## config.mk

```make
export PLATFORM = sky130hd
export DESIGN_NAME = if_id_stage
export DESIGN_NICKNAME = d
export VERILOG_FILES = /design/src/rtl/if_id_stage_pkg.sv /design/src/rtl/if_id_stage.sv
export SDC_FILE = /design/constraint.sdc
export NUM_CORES = 1
export LEC_CHECK = 0
export CAP_MARGIN = 25
export CORE_ASPECT_RATIO = 1.5
export CORE_MARGIN = 2
export CORE_UTILIZATION = 47
export CTS_CLUSTER_SIZE = 10
export DETAILED_ROUTE_END_ITERATION = 10
export PLACE_DENSITY = 0.92
export SETUP_SLACK_MARGIN = 0.1
export SLEW_MARGIN = 25
export SYNTH_ARGS = -nofsm -noshare
export SYNTH_HDL_FRONTEND = slang
export SYNTH_SLANG_ARGS = --single-unit
```

## constraint.sdc

```tcl
create_clock -name clk -period 3 [get_ports clk]
set_clock_uncertainty 0.1 [all_clocks]
set_input_delay 0.45 -clock clk [delete_from_list [all_inputs] [get_ports clk]]
set_output_delay 0.45 -clock clk [all_outputs]
set_load 0.1 [all_outputs]
```

## src/rtl/if_id_stage_pkg.sv

```systemverilog
// if_id_stage_pkg: shared CPU constants and fetch-hold FSM states
package if_id_stage_pkg;
    localparam logic [31:0] RESET_PC = 32'h0000_0000;
    localparam logic [31:0] NOP_INST = 32'h0000_0013;
    typedef enum logic {RUN, HOLD} fetch_state_e;
endpackage

```

## src/rtl/if_id_stage.sv

```systemverilog
// if_id_stage: PC generation and IF/ID register with stall hold buffer and flush redirect
module if_id_stage
    import if_id_stage_pkg::*;
(
    input  logic        clk,
    input  logic        rst_n,
    input  logic        ifs_stall,
    input  logic        ifs_flush,
    input  logic [31:0] ifs_target,
    output logic        im_ce,
    output logic [31:0] im_addr,
    input  logic [31:0] im_rdata,
    output logic [31:0] id_pc,
    output logic [31:0] id_inst,
    output logic        id_valid,
    output logic [31:0] ifs_fetch_cnt
);
    logic [31:0]  pc_q;
    logic [31:0]  id_pc_q;
    logic [31:0]  hold_inst_q;
    logic [31:0]  fetch_cnt_q;
    logic         id_valid_q;
    fetch_state_e state_q;
    fetch_state_e state_d;
    always_comb begin
        state_d = RUN;
        state_d = ifs_flush ? RUN : ifs_stall ? HOLD : RUN;
    end
    always_ff @(posedge clk or negedge rst_n) begin
        if (!rst_n) state_q <= RUN;
        else        state_q <= state_d;
    end
    always_ff @(posedge clk or negedge rst_n) begin
        if (!rst_n) begin
            pc_q        <= RESET_PC;
            id_pc_q     <= '0;
            id_valid_q  <= 1'b0;
            hold_inst_q <= '0;
            fetch_cnt_q <= '0;
        end else if (ifs_flush) begin
            pc_q       <= {ifs_target[31:2], 2'b00};
            id_valid_q <= 1'b0;
        end else if (ifs_stall) begin
            // only the first stall cycle sees the word for id_pc on im_rdata
            if (state_q == RUN) hold_inst_q <= im_rdata;
        end else begin
            id_pc_q     <= pc_q;
            id_valid_q  <= 1'b1;
            pc_q        <= pc_q + 32'd4;
            fetch_cnt_q <= fetch_cnt_q + {31'd0, ~&fetch_cnt_q};
        end
    end
    assign im_ce         = rst_n;
    assign im_addr       = pc_q;
    assign id_pc         = id_pc_q;
    assign id_valid      = id_valid_q;
    assign ifs_fetch_cnt = fetch_cnt_q;
    assign id_inst       = !id_valid_q ? NOP_INST : (state_q == HOLD) ? hold_inst_q : im_rdata;
endmodule

```

* Word level (Yosys, flattened, before mapping)
Index checks and enable logic that the tools add are counted.
Word-level totals: flip-flop bits (word level) 130, bits of input ports 68
Operators by class: add/subtract/negate cells 2, equal/unequal tests 1, mux-type cells 8, bitwise logic cells 2, reductions and logical operators 4
Operators by type and width (number):
- 2-to-1 mux 32 bit | 4
- adder 32 x 1 -> 32 bit | 1
- adder 32 x 3 -> 32 bit, second input constant | 1
- AND reduction 32 bit | 1
- 2-to-1 mux 1 bit | 4
- AND reduction 2 bit | 2
- inequality test 2 x 1 -> 1 bit, second input constant | 1
- inverter 1 bit | 2
- logical NOT 1 bit | 1

* Logic depth before layout (Yosys ltp)
Gate-level depths: netlist of run 1.
depth after elaboration 3, depth in mapped cells 10, gate-level depth less buffers 10

* Worst setup path before layout of run 1
No wires, ideal clock.
kind reg2reg, start point register fetch_cnt_q[18], in the netlist ifs_fetch_cnt[18], end point register fetch_cnt_q[26], in the netlist ifs_fetch_cnt[26], library setup time 0.159 ns, data arrival time 3.065 ns, required time 2.741 ns, slack -0.323 ns, cell stages (with the launch flop) 10, buffers on the path 0, path through dfrtp_1 and4_1 and4_1 nand3_1 ha_1 ha_1 or3b_2 nor4_1 nand4_1 xnor2_1
Between the ends: longest elaborated chain between the ends 3
Ends and longest elaborated chain:
- start: declaration | RTL line if_id_stage.sv:21 | logic [31:0] fetch_cnt_q;
- start signal: assignment | RTL line if_id_stage.sv:50 | fetch_cnt_q <= fetch_cnt_q + {31'd0, ~&fetch_cnt_q};
- AND reduction 32 bit | RTL line if_id_stage.sv:50
- logical NOT 1 bit | RTL line if_id_stage.sv:50
- adder 32 x 1 -> 32 bit * | RTL line if_id_stage.sv:50
Mark *: on every way between the ends. The rest lies on a longest branch, timed or not. A chain may end at the register's enable or synchronous reset.

* Worst setup path in the final report of run 1
start point register state_q, end point output id_inst[16]
Between the ends: longest elaborated chain between the ends 2
Ends and longest elaborated chain:
- start: declaration | RTL line if_id_stage.sv:23 | fetch_state_e state_q;
- start signal: assignment | RTL line if_id_stage.sv:31 | else state_q <= state_d;
- 2-to-1 mux 32 bit
- 2-to-1 mux 32 bit | RTL line if_id_stage.sv:58 | assign id_inst = !id_valid_q ? NOP_INST : (state_q == HOLD) ? hold_inst_q : im_rdata;
- end: declaration | RTL line if_id_stage.sv:14 | output logic [31:0] id_inst,
No other way between the ends.

==> summary.md, run 1 <==
| Metric | Value |
|---|---|
| Outcome | complete, no violations |
| Placeable core region | 12800 µm² |
| Number of global-route vias before repair | 5182 |
| Fin crit period | 2.64 ns |
| Post-detailed-route DRC marker count | 0 |
| Hold Slack | between 0.3 and 0.4 ns |
| Peak supply drop | 498 µV |
| Buffers inserted by post-CTS timing repair | 0 |
| Synth top area cells | dfrtp_1 52%, mux2_2 11%, mux2i_1 5.4%, xnor2_1 4.0%, nor2_1 3.3% |
| Detail-routed net length per standard cell | 17.7 µm |
| CP Data Arrival Time | 2.09 ns |
| Mapped Cells | 554 |
| Clock transition at the register clock pins on the worst setup and hold paths after CTS | 0.06 ns |
| Area overhead of the layout relative to synthesis | 40.1% |
| Starting utilization of the core area | 47.7% |
| Number of buffers on the longest clock path | 2 |
| TritonCTS Buffers | 17 |
| Row count | 51 |
| Number of H-tree levels | 4 |
| Detailed placer's ending HPWL | about 11000 µm |
| Finished Cell Area | 8570 µm² |
| DRC marker count from the first detailed-route iteration | 190 |
| Biggest cell delay along the critical path | just under 1 ns |
| Worst-path fanout max | 33 |
| Insertion delay of the later-clocked pin in the worst-skew pair | between 0.4 and 0.5 ns |
| Maximum achievable frequency | 379 MHz |
| Pin slew with the least headroom to its limit | 0.954 ns |
| Unique cell type count in the Yosys netlist | 40 |
| CTS tree | done |
| Hold Violations, Final | 0 |
| Root buffer selected by CTS | clkbuf_16 |
| Standard cell with the maximum stage delay on the critical path | dfrtp_2 |
| Worst rel slew slack | approximately 36% |
| Global-route wire length before repair | ~25000 µm |
| Mapped cell area | between 6000 and 7000 µm² |
| Count of max-cap constraint violations | 0 |
| Period utilisation layout | 88.0% |
| Library cell occupying the most area in the post-synthesis netlist | dfrtp_1 |
| RSZ-0062 raised after global routing | false |
| Top flip-flop cell by instance count after synthesis | dfrtp_1 |
| Vias after detailed routing | 5133 |
| Crit path kind | flop to primary output |
| DP Area | roughly 7900 µm² |
| Final antenna-violating net count | 0 |
| Number of synthesized flops with an enable pin | 0 |
| Number of sinks driven by the clock tree | 126 |
| Number of input and output port buffers inserted | about 190 |
| Largest net degree at the start of global routing | about 110 |
| Count of placed standard cells in the final layout, fillers left out | 917 |
| Chip Width | 97.2 µm |
| Net count, final | 816 |
| Instance count after placement with tap cells included | about 880 |
| Leakage power | 3.72 nW |
| Share of Yosys cell area claimed by the top area cell type | between 50 and 60% |
| Dominant delay contributor by cell family on the critical path | flip-flops |
| Worst Path Buf+Inv | 1 |
| Yosys reg bits | 126 |
| Total die area | 14000 µm² |
| Antenna violations before repair | 0 |
| Worst endpoint required time | 2.45 ns |
| Setup-failing EPs final | 0 |
| Average via count per standard cell | about 5.6 |
| Startpoint type of the worst setup path | flop |
| Asr flop ratio synth | 100% |
| Path type of the worst min-delay path | flop to flop |
| Worst setup EP type | primary output |
| Number of top-level pins | 198 |
| Final weighted congestion of routability-driven global placement | roughly 0.9 |
| Total global-route track usage | 22.7% |
| Ordered list of cells on the worst path | mux2i_1 > nor2_1 > buf_4 |
| Post-synthesis sequential area ratio | 51.5% |
| Vertical die dimension | 144 µm |
| Average cell area after synthesis | 11.0 µm² |
| Global-route congestion overflow total | 0 |
| Ratio of cells with drive above 1 in the final layout | 34.4% |
| Count of antenna diodes in the layout | 0 |
| Power density cells | 776 nW/µm² |
| Number of pins with negative max-slew slack in the final report | 0 |
| Number of search-and-repair iterations in the first detailed-routing pass | 5 |
| Post-detailed-routing wire length | between 15000 and 20000 µm |
| Yosys synthesis warning count | 0 |
-- worst reg2reg max path, delay by kind of cell, from the launching register on --
kind	cells	cell delay (ns)
and+or+nand+nor	7	1.39
xor gates and xnor gates	1	0.15
adders and majority gates	2	0.42
DFF	1	0.44
-- flip-flops by register name, summed over array words and instances, names as in the netlist --
signal	cells
hold_inst_q	32
ifs_fetch_cnt	32
id_pc	30
im_addr	30
id_valid	1
state_q	1
-- logic make-up after synthesis --
logic type	count (synthesis)	synth area share (%)
AO/OA/AOI/OAI	49	4.78
XOR/XNOR	41	5.87
adder cells (fa/ha/maj)	3	0.613
buffers and inverters	41	2.98
flip-flops	126	51.5
multiplexers	97	17.2
other	1	0.0613
AND/OR/NAND/NOR	196	17.0
-- placed cells by master, fill, tap and decap left out, types with 12 or more instances in the layout --
master,n
buf_4,134
nor2_1,53
a31oi_1,17
or3_1,12
nand4_1,22
xor2_1,13
mux2_2,62
dfrtp_1,103
or4_1,12
clkdlybuf4s50_1,64
clkbuf_16,17
nand2_1,32
nand3_1,22
o21ai_0,21
mux2i_1,33
xnor2_1,28
dfrtp_2,23
-- cell type report --
cell class / instances / area (µm²)
inverters: 9 / 33.8
well taps: 159 / 199
clock buffers: 20 / 457
flip-flops and latches: 126 / 3180
multi-input cells: 390 / 2820
repair buffers: 201 / 1700
clock inverters: 12 / 184
fillers: 904 / 4250
-- where the power goes --
part | internal (mW) | leakage [nW] | switching [mW]
Combinational | 0.565 | 1.93 | 1.73
Sequential | 1.94 | 1.49 | 0.222
Clock | 1.44 | 0.307 | 0.756
Total | 3.94 | 3.72 | 2.71
-- Yosys cell counts (12+ instances only) --
library cell,instances
xnor2_1,28
nand4_1,22
a31oi_1,17
nor2_1,54
mux2_2,62
or4_1,12
dfrtp_1,126
xor2_1,13
o21ai_0,21
mux2i_1,33
nand3_1,22
or3_1,12
nand2_1,32
clkbuf_1,17
-- stage by stage --
step	power (mW)	utilization [%]	worst slack [ns]	TNS, ns
6_report	6.66	66.9	0.361	0
5_1_grt	6.88	66.9	0.187	0
4_1_cts	6.70	66.8	0.136	0
3_5_place_dp	4.49	61.7	0.151	0
3_3_place_gp	4.43	61.7	0.239	0
2_1_floorplan	3.90	-	-0.166	-4.81
-- layer usage --
| metal | routed length (µm) | vias to the layer above | track usage [%] |
|---|---|---|---|
| met3 | 897 | 33 | 6.13 |
| met5 | 0 | - | 0 |
| li1 | - | 2380 | - |
| met4 | 476 | 0 | 10.4 |
| met1 | 6350 | 2523 | 26.1 |
| met2 | 8470 | 197 | 39.5 |
-- path summary, 6_finish.rpt --
check | startpoint | end | slack [ns] | cells after the start
hold reg to reg | ifs_fetch_cnt[27]$_DFFE_PN0P_ | ifs_fetch_cnt[27]$_DFFE_PN0P_ | 0.38 | 1
setup / recovery | state_q$_DFF_PN0_ | id_inst[16] | 0.36 | 3
setup reg to reg | ifs_fetch_cnt[13]$_DFFE_PN0P_ | ifs_fetch_cnt[30]$_DFFE_PN0P_ | 0.39 | 10
min in group asynchronous | rst_n | hold_inst_q[17]$_DFFE_PN0P_ | 0.40 | 2
max in group asynchronous | rst_n | ifs_fetch_cnt[5]$_DFFE_PN0P_ | 1.51 | 3
hold / removal | ifs_fetch_cnt[27]$_DFFE_PN0P_ | ifs_fetch_cnt[27]$_DFFE_PN0P_ | 0.38 | 1
-- timing repair --
item | in CTS | in global routing
hold buffers | 1 | 0
hold endpoints to repair | 21 | 0
endpoints found under the setup margin | 0 | 4
resized for setup | 0 | 2
No activity file was read; power rests on OpenSTA's default activity.
==> run 2, diff against run 1 <==
Settings changed: CORE_UTILIZATION 47 to 40, PLACE_DENSITY 0.92 to 0.78.
==> run 2 against run 1 <==
Compared with the run above: worst setup slack worse by 0.069 ns; critical path depth is 6 higher; largest power group is now clock; hold slack got worse by 0.34 ns; total power grew 2.8%; final area is 1.1% higher; via count fell by 1.6%; sequential power is essentially flat; wire length up 0.59%; non-clock buffer count up 1.
==> summary.md, run 2 (synthesized netlist as in run 1, its figures left out) <==
| Metric | Value |
|---|---|
| Root buffer selected by CTS | clkbuf_16 |
| Final weighted congestion of routability-driven global placement | between 0.7 and 0.8 |
| Average via count per standard cell | 5.27 |
| Crit path kind | flop to flop |
| Power density cells | 789 nW/µm² |
| RSZ-0062 raised after global routing | true |
| Startpoint type of the worst setup path | flop |
| Worst endpoint required time | 3.19 ns |
| Worst rel slew slack | roughly 36% |
| Global-route wire length before repair | about 26000 µm |
| Detailed placer's ending HPWL | 11700 µm |
| Number of top-level pins | 198 |
| Number of global-route vias before repair | 5053 |
| Insertion delay of the later-clocked pin in the worst-skew pair | around 0.41 ns |
| Vias after detailed routing | 5050 |
| Buffers inserted by post-CTS timing repair | 0 |
| Biggest cell delay along the critical path | 0.53 ns |
| Clk network pwr share | 34.9% |
| Count of max-cap constraint violations | 0 |
| Power dissipated by switching net loads | 2.73 mW |
| Setup-failing EPs final | 0 |
| Standard cell with the maximum stage delay on the critical path | or3b_2 |
| Count of antenna diodes in the layout | 0 |
| Period utilisation layout | 90.2% |
| Vertical die dimension | between 150 and 200 µm |
| Dominant delay contributor by cell family on the critical path | simple AND/OR/NAND/NOR gates |
| Number of input and output port buffers inserted | between 150 and 200 |
| Detail-routed net length per standard cell | 17.0 µm |
| Chip Width | between 100 and 150 µm |
| Placeable core region | 15000 µm² |
| Row count | 55 |
| Maximum achievable frequency | 369 MHz |
| Starting utilization of the core area | just over 40% |
| Final antenna-violating net count | 0 |
| Total global-route track usage | 20.0% |
| Pin slew with the least headroom to its limit | 0.960 ns |
| Worst Path Buf+Inv | 0 |
| Reg power frac | about a third |
| Clock transition at the register clock pins on the worst setup and hold paths after CTS | roughly 0.06 ns |
| Peak supply drop | 459 µV |
| Leakage power | 3.75 nW |
| CTS tree | done |
| Number of search-and-repair iterations in the first detailed-routing pass | 4 |
| Total internal power | 4.11 mW |
| Global-route congestion overflow total | 0 |
| Number of buffers on the longest clock path | 2 |
| Ordered list of cells on the worst path | and4_1 > and4_1 > nand3_1 > ha_1 > ha_1 > or3b_2 > nor4_4 > nand4_1 > xnor2_1 |
| Post-detailed-route DRC marker count | 0 |
| Largest net degree at the start of global routing | around 130 |
| Accumulated negative setup slack | 0 ns |
| DP Worst Slack | 0.154 ns |
| Switching fraction of total power | ~40% |
| Worst setup EP type | flop |
| TritonCTS Buffers | 17 |
| Ratio of cells with drive above 1 in the final layout | a little over a third |
| Post-detailed-routing wire length | 16300 µm |
| DRC marker count from the first detailed-route iteration | 177 |
| Number of H-tree levels | 4 |
| Fin crit period | 2.71 ns |
| Antenna violations before repair | 0 |
| Area overhead of the layout relative to synthesis | 41.6% |
| CP Data Arrival Time | 2.90 ns |
| Path type of the worst min-delay path | input pin to async pin |
| Number of pins with negative max-slew slack in the final report | 0 |
| Total die area | ~16000 µm² |
| Portion of total power attributed to combinational logic | 33.6% |
| Hold Violations, Final | 0 |
| Number of sinks driven by the clock tree | ~130 |
| Worst-path fanout max | 7 |
| Net count, final | 817 |
| Hold Slack | 0.0400 ns |
| Commonest cells after routing, fill and taps aside | 137 x buf_4, 103 x dfrtp_1, 64 x clkdlybuf4s50_1 |
| Outcome | complete, no violations |
| Most common library cell in the layout ignoring fill and taps | buf_4 |
| Final WS setup | 0.293 ns |
run 2: cell count changes in the layout (fill, tap and decap cells not counted), sizes merged:
cell         delta
clkinvlp        -1
inv             -2
clkbuf          -1
clkinv          +2
buf             +2
dlygate4sd3     -1
bufinv          +2
run 2: per-stage QoR:
step	cell area (µm²)	cells	utilization (%)	total power, mW
floorplan	6160	557	-	3.90
global route	8670	958	57.8	7.07
detailed placement	7970	926	53.1	4.49
finish	8670	958	57.8	6.84
CTS	8650	958	57.7	6.90
global placement	7970	926	53.1	4.44
run 2: metal layers:
layer  track usage [%]  part of all wire [%]  vias up
met5                 0                     0        -
met4              8.70                   2.6        0
met3              4.40                   4.8       27
met2              34.7                    53      143
met1              23.8                    40     2509
li1                  -                     -     2371
run 2: final timing paths:
| kind | startpoint | to | slack, ns | cells past startpoint |
|---|---|---|---|---|
| max | ifs_fetch_cnt[18]$_DFFE_PN0P_ | ifs_fetch_cnt[26]$_DFFE_PN0P_ | 0.29 | 9 |
| min reg2reg | hold_inst_q[20]$_DFFE_PN0P_ | hold_inst_q[20]$_DFFE_PN0P_ | 0.40 | 1 |
| max in group asynchronous | rst_n | ifs_fetch_cnt[7]$_DFFE_PN0P_ | 2.20 | 2 |
| max reg2reg | ifs_fetch_cnt[18]$_DFFE_PN0P_ | ifs_fetch_cnt[26]$_DFFE_PN0P_ | 0.29 | 9 |
| min in group clk | hold_inst_q[20]$_DFFE_PN0P_ | hold_inst_q[20]$_DFFE_PN0P_ | 0.40 | 1 |
| min | rst_n | hold_inst_q[17]$_DFFE_PN0P_ | 0.04 | 2 |
run 2: power groups by stage:
stage	Sequential, mW	Clock [mW]	Combinational [mW]
global route	2.19	2.50	2.38
global placement	2.16	0	2.28
floorplan	3.24	0	0.657
finish	2.15	2.39	2.30
CTS	2.15	2.43	2.31
detailed placement	2.18	0	2.31
run 2: cell type report:
cell class              count  area (µm²)
inverters                   9        33.8
well taps                 199         249
repair buffers            202        1690
clock inverters            13         236
multi-input cells         390        2830
clock buffers              19         453
fillers                  1259        6330
flip-flops and latches    126        3180
run 2: what timing repair did:
action                                  in CTS  in global routing
endpoints found under the setup margin       0                  6
hold buffers                                 0                  0
gates resized for setup                      0                  2
==> run 3, diff against run 2 <==
Settings changed: CORE_UTILIZATION 40 to 47, PLACE_DENSITY 0.78 to 0.88.
==> run 3 against run 2 <==
Compared with the run above: final area shrank 1.9%; fmax grew 1.4%; critical path depth is the same; core utilization grew 8.5 points; worst setup slack gained 0.038 ns; via count grew 0.93%; non-clock buffer count grew 2; die area shrank 14%.
==> summary.md, run 3 (synthesized netlist as in run 1, its figures left out) <==
| Metric | Value |
|---|---|
| Number of pins with negative max-slew slack in the final report | 0 |
| CP Data Arrival Time | 2.86 ns |
| Number of H-tree levels | 4 |
| Hold Violations, Final | 0 |
| Number of search-and-repair iterations in the first detailed-routing pass | 4 |
| Average via count per standard cell | 5.54 |
| Pin slew with the least headroom to its limit | 0.872 ns |
| Ratio of cells with drive above 1 in the final layout | around 35% |
| Worst-path fanout max | 7 |
| Vertical die dimension | 144 µm |
| Post-detailed-route DRC marker count | 0 |
| Placeable core region | 12800 µm² |
| Count of max-cap constraint violations | 0 |
| Final WS setup | 0.331 ns |
| Commonest cells after routing, fill and taps aside | 140 x buf_4, 103 x dfrtp_1, 64 x clkdlybuf4s50_1 |
| Starting utilization of the core area | 47.7% |
| Peak supply drop | 526 µV |
| Leakage power | 3.71 nW |
| Global-route congestion overflow total | 0 |
| Final antenna-violating net count | 0 |
| Detailed placer's ending HPWL | 11900 µm |
| Setup-failing EPs final | 0 |
| TritonCTS Buffers | 17 |
| Number of top-level pins | 198 |
| Row count | 51 |
| Total global-route track usage | 23.6% |
| DRC marker count from the first detailed-route iteration | 265 |
| Antenna violations before repair | 0 |
| Detail-routed net length per standard cell | 17.9 µm |
| Maximum achievable frequency | about 370 MHz |
| Area overhead of the layout relative to synthesis | 39.0% |
| Buffers inserted by post-CTS timing repair | 0 |
| Net count, final | approximately 800 |
| Filler instances | 950 |
| Worst setup EP type | flop |
| Number of global-route vias before repair | 5254 |
| Most common library cell in the layout ignoring fill and taps | buf_4 |
| Count of antenna diodes in the layout | 0 |
| Outcome | complete, no violations |
| Insertion delay of the later-clocked pin in the worst-skew pair | 0.41 ns |
| RSZ-0062 raised after global routing | false |
| Worst endpoint required time | 3.19 ns |
| Root buffer selected by CTS | clkbuf_16 |
| Number of sinks driven by the clock tree | 126 |
| Vias after detailed routing | between 5000 and 6000 |
| Global-route wire length before repair | 26500 µm |
| CTS tree | done |
| Accumulated negative setup slack | 0 ns |
| Number of input and output port buffers inserted | 191 |
| Post-detailed-routing wire length | 16500 µm |
| Clock transition at the register clock pins on the worst setup and hold paths after CTS | 0.06 ns |
| Number of buffers on the longest clock path | 2 |
| Path type of the worst min-delay path | input pin to async pin |
| Crit path kind | flop to flop |
| Largest net degree at the start of global routing | 65 |
| Worst rel slew slack | 41.8% |
| Power density cells | 759 nW/µm² |
| Fin crit period | 2.67 ns |
| DP Worst Slack | 0.128 ns |
| Chip Width | 97.2 µm |
| Startpoint type of the worst setup path | flop |
| Total die area | 14000 µm² |
| Final weighted congestion of routability-driven global placement | about 0.86 |
| Hold-fix buffers, CTS | 0 |
| Period utilisation layout | around nine tenths |
==> run 3: what timing repair did <==
item                                   CTS  global route
endpoints found under the hold margin    0             0
setup endpoints to repair                1             4
pin swaps                                0             1
resized for setup                        1             1
==> run 3: worst paths after layout <==
path / from / slack, ns / endpoint / depth (start not counted)
max: ifs_fetch_cnt[18]$_DFFE_PN0P_ / 0.33 / ifs_fetch_cnt[26]$_DFFE_PN0P_ / 9
min: rst_n / 0.15 / ifs_fetch_cnt[3]$_DFFE_PN0P_ / 2
max reg2reg: ifs_fetch_cnt[18]$_DFFE_PN0P_ / 0.33 / ifs_fetch_cnt[26]$_DFFE_PN0P_ / 9
min reg2reg: ifs_fetch_cnt[4]$_DFFE_PN0P_ / 0.39 / ifs_fetch_cnt[4]$_DFFE_PN0P_ / 1
max in group asynchronous: rst_n / 2.07 / state_q$_DFF_PN0_ / 2
min in group clk: ifs_fetch_cnt[4]$_DFFE_PN0P_ / 0.39 / ifs_fetch_cnt[4]$_DFFE_PN0P_ / 1
==> run 3: layer usage <==
metal  wire (µm)  track usage (%)  vias up  share of wire (%)
met3         977             6.42       42                5.9
met2        8710             42.3      194                 53
li1            -                -     2370                  -
met5           0                0        -                  0
met1        6330             26.6     2491                 38
met4         473             9.64        0                2.9
==> run 3: area by class of cell <==
cell class                      instances  area (µm²)  area share (%)
Clock buffer                           22         464            5.46
Clock inverter                         10         114            1.34
Inverter                                9        33.8           0.397
Multi-Input combinational cell        390        2820            33.2
Sequential cell                       126        3180            37.4
Tap cell                              159         199            2.34
Timing Repair Buffer                  204        1690            19.9
==> run 3: power breakdown <==
part	total [mW]	leakage [nW]	switching (mW)	internal, mW
Sequential	2.16	1.49	0.226	1.94
Clock	2.00	0.284	0.741	1.26
Combinational	2.29	1.93	1.73	0.562
Total	6.45	3.71	2.69	3.76
==> run 3: through the flow <==
step / total power [mW] / util, % / hold WS (ns) / instances / area, µm²
6_report: 6.45 / 66.3 / 0.152 / 920 / 8510
5_1_grt: 6.69 / 66.3 / 0.206 / 920 / 8510
4_1_cts: 6.50 / 66.3 / 0.193 / 920 / 8500
3_5_place_dp: 4.48 / 61.7 / 0.387 / 888 / 7920
3_3_place_gp: 4.43 / 61.7 / 0.365 / 888 / 7920
2_1_floorplan: 3.90 / - / 0.0544 / 557 / 6160
==> run 3: worst max-delay path, stage by stage, from the launching register on <==
cell,delay [ns]
dfrtp_2,0.45
and4_1,0.25
and4_1,0.23
nand3_1,0.11
ha_1,0.20
ha_1,0.20
or3b_4,0.43
nor4_4,0.24
nand4_1,0.17
xnor2_1,0.16
